===== config.mk =====
export PLATFORM = sky130hd
export DESIGN_NAME = fetch_unit
export DESIGN_NICKNAME = d
export VERILOG_FILES = /design/src/rtl/fetch_unit.sv
export SDC_FILE = /design/constraint.sdc
export NUM_CORES = 1
export LEC_CHECK = 0
export CAP_MARGIN = 20
export CORE_AREA = 2 2 83 101
export DETAILED_ROUTE_END_ITERATION = 6
export DIE_AREA = 0 0 85 103
export PLACE_DENSITY_LB_ADDON = 0.3
export RECOVER_POWER = 100
export SLEW_MARGIN = 20
export SYNTH_ARGS = -nofsm -noshare
export SYNTH_HDL_FRONTEND = slang
export SYNTH_SLANG_ARGS = --single-unit

===== constraint.sdc =====
create_clock -name clk_i -period 2.4 [get_ports clk_i]
set_input_delay 0.24 -clock clk_i [delete_from_list [all_inputs] [get_ports clk_i]]
set_output_delay 0.24 -clock clk_i [all_outputs]
set_load 0.05 [all_outputs]

===== src/rtl/fetch_unit.sv =====
// Fetch stage: holds the fetch PC, keeps one instruction-memory read in flight,
// and buffers the returned word with its PC for decode. Redirects kill stale fetches.
module fetch_unit #(
  parameter int                    DataWidth    = 32,
  parameter int                    AddressWidth = 10,
  parameter logic [AddressWidth-1:0] ResetPc    = '0
) (
  input  logic                    clk_i,
  input  logic                    rst_i,
  output logic                    imem_req_o,
  output logic [AddressWidth-1:0] imem_addr_o,
  input  logic                    imem_gnt_i,
  input  logic                    imem_rvalid_i,
  input  logic [DataWidth-1:0]    imem_rdata_i,
  input  logic                    redirect_i,
  input  logic [AddressWidth-1:0] redirect_pc_i,
  output logic                    instr_valid_o,
  output logic [DataWidth-1:0]    instr_o,
  output logic [AddressWidth-1:0] instr_pc_o,
  output logic [AddressWidth-1:0] pc_plus4_o,
  input  logic                    instr_ready_i
);

  typedef enum logic [1:0] {S_REQ, S_WAIT, S_HOLD} state_e;

  localparam logic [AddressWidth-1:0] Four = AddressWidth'(4);

  state_e                  state_q, state_d;
  logic [AddressWidth-1:0] fetch_pc_q, fetch_pc_d;
  logic [AddressWidth-1:0] infl_pc_q, infl_pc_d;
  logic                    kill_q, kill_d;
  logic                    valid_q, valid_d;
  logic [DataWidth-1:0]    instr_q, instr_d;
  logic [AddressWidth-1:0] ipc_q, ipc_d;
  logic [AddressWidth-1:0] pc4_q, pc4_d;
  logic [AddressWidth-1:0] redir_pc;

  assign redir_pc = redirect_pc_i & ~AddressWidth'(3);

  always_comb begin
    state_d    = state_q;
    fetch_pc_d = fetch_pc_q;
    infl_pc_d  = infl_pc_q;
    kill_d     = kill_q;
    valid_d    = valid_q;
    instr_d    = instr_q;
    ipc_d      = ipc_q;
    pc4_d      = pc4_q;
    case (state_q)
      S_REQ: begin
        if (imem_gnt_i) begin
          // A grant alongside a redirect still accepts the old-path read, so mark it dead.
          infl_pc_d  = fetch_pc_q;
          fetch_pc_d = redirect_i ? redir_pc : fetch_pc_q + Four;
          kill_d     = redirect_i;
          state_d    = S_WAIT;
        end else if (redirect_i) begin
          fetch_pc_d = redir_pc;
        end
      end
      S_WAIT: begin
        if (imem_rvalid_i) begin
          kill_d = 1'b0;
          if (redirect_i) fetch_pc_d = redir_pc;
          if (!redirect_i && !kill_q) begin
            instr_d = imem_rdata_i;
            ipc_d   = infl_pc_q;
            pc4_d   = infl_pc_q + Four;
            valid_d = 1'b1;
            state_d = S_HOLD;
          end else begin
            state_d = S_REQ;
          end
        end else if (redirect_i) begin
          kill_d     = 1'b1;
          fetch_pc_d = redir_pc;
        end
      end
      S_HOLD: begin
        // Ready with a redirect is a single consumption: the buffered instruction caused it.
        if (redirect_i) fetch_pc_d = redir_pc;
        if (redirect_i || instr_ready_i) begin
          valid_d = 1'b0;
          state_d = S_REQ;
        end
      end
      default: state_d = S_REQ;
    endcase
  end

  always_ff @(posedge clk_i) begin
    if (rst_i) begin
      state_q    <= S_REQ;
      fetch_pc_q <= ResetPc;
      infl_pc_q  <= '0;
      kill_q     <= 1'b0;
      valid_q    <= 1'b0;
      instr_q    <= '0;
      ipc_q      <= '0;
      pc4_q      <= Four;
    end else begin
      state_q    <= state_d;
      fetch_pc_q <= fetch_pc_d;
      infl_pc_q  <= infl_pc_d;
      kill_q     <= kill_d;
      valid_q    <= valid_d;
      instr_q    <= instr_d;
      ipc_q      <= ipc_d;
      pc4_q      <= pc4_d;
    end
  end

  // Request is a flop decode; reset only masks it so nothing leaks out while held in reset.
  assign imem_req_o    = (state_q == S_REQ) && !rst_i;
  assign imem_addr_o   = fetch_pc_q;
  assign instr_valid_o = valid_q;
  assign instr_o       = instr_q;
  assign instr_pc_o    = ipc_q;
  assign pc_plus4_o    = pc4_q;

endmodule


==> results.yml <==
place:
  gp_congestion: 0.856
  hpwl_mm: 5.09
  port_buffers: 109
  place_ws_ns: 0.411
setup_path:
  crit_slowest_cell: "or4_1"
  cp-end-kind: "register"
  r2r_end: "imem_addr_o[9]"
  critPathLaunchType: "register"
  crit_type: "register to register"
  reg2regPathDepth: 6
  r2r_start: "state_q[0]"
  rrSetupSlack_ns: 0.29
  arrival_ns: 2.38
  cp_slowest_stage_delay_ns: 0.51
  critPathMaxFanout: 6
  path_cells: "inv_1 -> ha_1 -> and2b_1 -> nand4_1 -> or4_1 -> a31oi_1"
  cp.required_ns: 2.67
sta:
  setup_tns_ns: 0
  rsz0062_at_grt: "false"
  maxSlewViolCount: 0
  finalClockSkew_ns: 0.00705
  fin_crit_sh: 0.878
  max_freq_ghz: 0.474
  worstMarginPinSlew_ns: 0.759
  slew_headroom: 0.494
  hold_viol: 0
  setup_viol: 0
  setup_slack_ns: 0.292
  post-route-min-period_ns: 2.11
global_route:
  grt_antenna_before_repair: 0
  gr-total-overflow: 0
  grt_pass1_vias: 2638
  grt_max_degree: 75
  grtUsageTotal: 0.169
  grt_pass1_wl_mm: 11.9
yosys:
  avgSynthCellArea_um2: 8.07
  synth_nets: 429
  synth-async-reset-ratio: 0
  syn_inst: 374
  synth_flop_cell: "dfxtp_1"
  syn_area_mm2: 0.00302
  synth.area.top_cells: "dfxtp_1, nand2_1, a21oi_1"
  yosysSeqAreaShare: 0.491
  synth_top_cell_by_area: "dfxtp_1"
  yosys_warnings: 0
  synthDistinctLibCells: 46
  netlist.area_leader.share: 0.491
  synth-edff-count: 0
  synth_seq_cells: 74
floorplan:
  die_w_um: 85
  die-area_mm2: 0.00876
  die_y_um: 103
  rows: 36
  coreArea_mm2: 0.00788
  start_util: 0.383
  pin_count: 112
min_path:
  min_path_type: "input pin to register"
  hold_depth: 3
  hold_path.startpoint: "imem_rdata_i[5]"
  whs_endpoint: "instr_o[5]"
drt:
  vias: 2842
  drt-initial-drc-count: 155
  wl_mm: 7.26
  wire_per_inst_um: 12.6
  drc: 0
  via_per_inst: 4.95
  drtPass1Iterations: 4
  antenna_left: 0
power:
  seq_power_share: 0.452
  power.density_mw_per_mm2: 678
  ir_drop_uv: 423
  swShare: 0.282
  p_leak_nw: 1.71
  p_int_mw: 2.12
  p_comb_frac: 0.192
  switching_power_uw: 832
  p_clk_frac: 0.356
clock_network:
  clk_pin_slew_worst_paths_ns: 0.07
  ctsHoldBuffers: 0
  cts_htree_levels: 3
  cts_tree: "built"
  root_buffer: "clkbuf_8"
  insertion_delay_ns: 0.35
  cts_buffers: 9
  clk_path_buf_depth: 2
  cts_sinks: 74
layout:
  drive_above_1_share: 0.0459
  area_growth_pct: 44.0
  fill_cells: 731
  antenna_cells: 0
  nNetsFinal: 529
run:
  maxCapViolations: 0
status:
  outcome: "finished clean"
## through the flow
| stage | cell area [µm²] | utilization | instances | power [mW] | hold slack (ns) |
|---|---|---|---|---|---|
| final | 4350 | 0.551 | 574 | 2.95 | 0.435 |
| after global routing | 4350 | 0.551 | 574 | 3.08 | 0.428 |
| after CTS | 4380 | 0.555 | 574 | 3.02 | 0.418 |
| after detailed placement | 4160 | 0.528 | 558 | 1.96 | 0.446 |
| after global placement | 4160 | 0.528 | 558 | 1.95 | 0.441 |
| after floorplan | 3020 | - | 374 | 1.73 | 0.376 |
## power groups by stage
stage          logic (mW)  registers (mW)  clock network [mW]
6_report            0.567            1.33                1.05
4_1_cts             0.596            1.34                1.08
2_1_floorplan       0.230            1.50                   0
3_5_place_dp        0.593            1.36                   0
5_1_grt             0.616            1.34                1.13
3_3_place_gp        0.586            1.36                   0
## layout by cell type, fill, tap and decap left out, types with 3 or more instances in the layout
master,n
a22oi_1,3
a211oi_1,6
nand3_1,5
nand2b_1,4
nor2_1,18
clkbuf_8,10
dfxtp_1,74
a31oi_1,3
clkdlybuf4s50_1,44
o21ai_0,5
ha_1,7
xnor2_1,3
inv_1,7
and3_1,3
a21oi_1,59
or4_1,3
nor3b_1,3
xor2_1,3
dlygate4sd3_1,63
nand2_1,111
clkbuf_1,6
## layer usage
| layer | wire [µm] | up-vias | global-route usage |
|---|---|---|---|
| met1 | 3150 | 1270 | 0.200 |
| li1 | - | 1459 | - |
| met5 | 0 | - | 0 |
| met3 | 446 | 14 | 0.0336 |
| met2 | 3500 | 99 | 0.284 |
| met4 | 160 | 0 | 0.105 |
## cells by family after synthesis
group                      synth area share
xor gates and xnor gates             0.0174
DFF                                   0.491
buffers and inverters                0.0489
and+or+nand+nor                       0.238
adders and majority gates            0.0290
muxes                               0.00664
AOI/OAI and AO/OA                     0.169
## worst max path at each step
stage                     cells past startpoint  slack, ns        from        endpoint
after floorplan                               6       0.58  state_q[0]  imem_addr_o[9]
after global placement                        6       0.45  redirect_i      instr_o[3]
after detailed placement                      6       0.41  redirect_i     instr_o[16]
after CTS                                     4       0.06  state_q[0]      imem_req_o
after global routing                          6       0.18  state_q[0]  imem_addr_o[9]
final                                         6       0.29  state_q[0]  imem_addr_o[9]
## Yosys cell counts (2+ instances only)
library cell and number:
dfxtp_1 74, or4_1 3, a21oi_1 59, a21o_1 2, ha_1 7, inv_1 7
nand2b_1 4, nor2b_1 2, o21ai_1 2, nor4_1 2, nand2_1 111, a211oi_1 6
buf_1 7, nor2_1 18, buf_4 3, mux2i_1 2, inv_2 2, xnor2_1 3
a22oi_1 3, o21ai_0 4, a31oi_1 3, clkbuf_1 8, nand3_1 6, nor3b_1 3
nor3_1 2, xor2_1 3, and3_1 3, buf_2 7
## cell type report
class	count	area [µm²]	share of cell area
sequential	74	1480	0.341
multi-input combinational	266	1380	0.316
timing repair buffer	114	1120	0.259
clock buffer	14	153	0.0351
tap	95	119	0.0274
clock inverter	2	60.1	0.0138
inverter	9	33.8	0.00777
## sequential cells by signal (all words and copies together), names as in the netlist
signal,cells
instr_valid_o,1
instr_o,32
state_q,2
instr_pc_o,10
imem_addr_o,10
kill_q,1
infl_pc_q,10
pc_plus4_o,8
## critical path, delay by kind of cell, from the launching register on
kind	cells	cell delay (ns)
flip-flops	1	0.39
adder cells (fa/ha/maj)	1	0.33
AO/OA/AOI/OAI	1	0.16
AND/OR/NAND/NOR	3	1.04
buffers and inverters	1	0.10
## timing repair
action	CTS	global route
resized for setup	0	1
setup endpoints to repair	0	1
setup buffers	0	0
endpoints found under the hold margin	0	0
No activity file was read; power rests on OpenSTA's default activity.
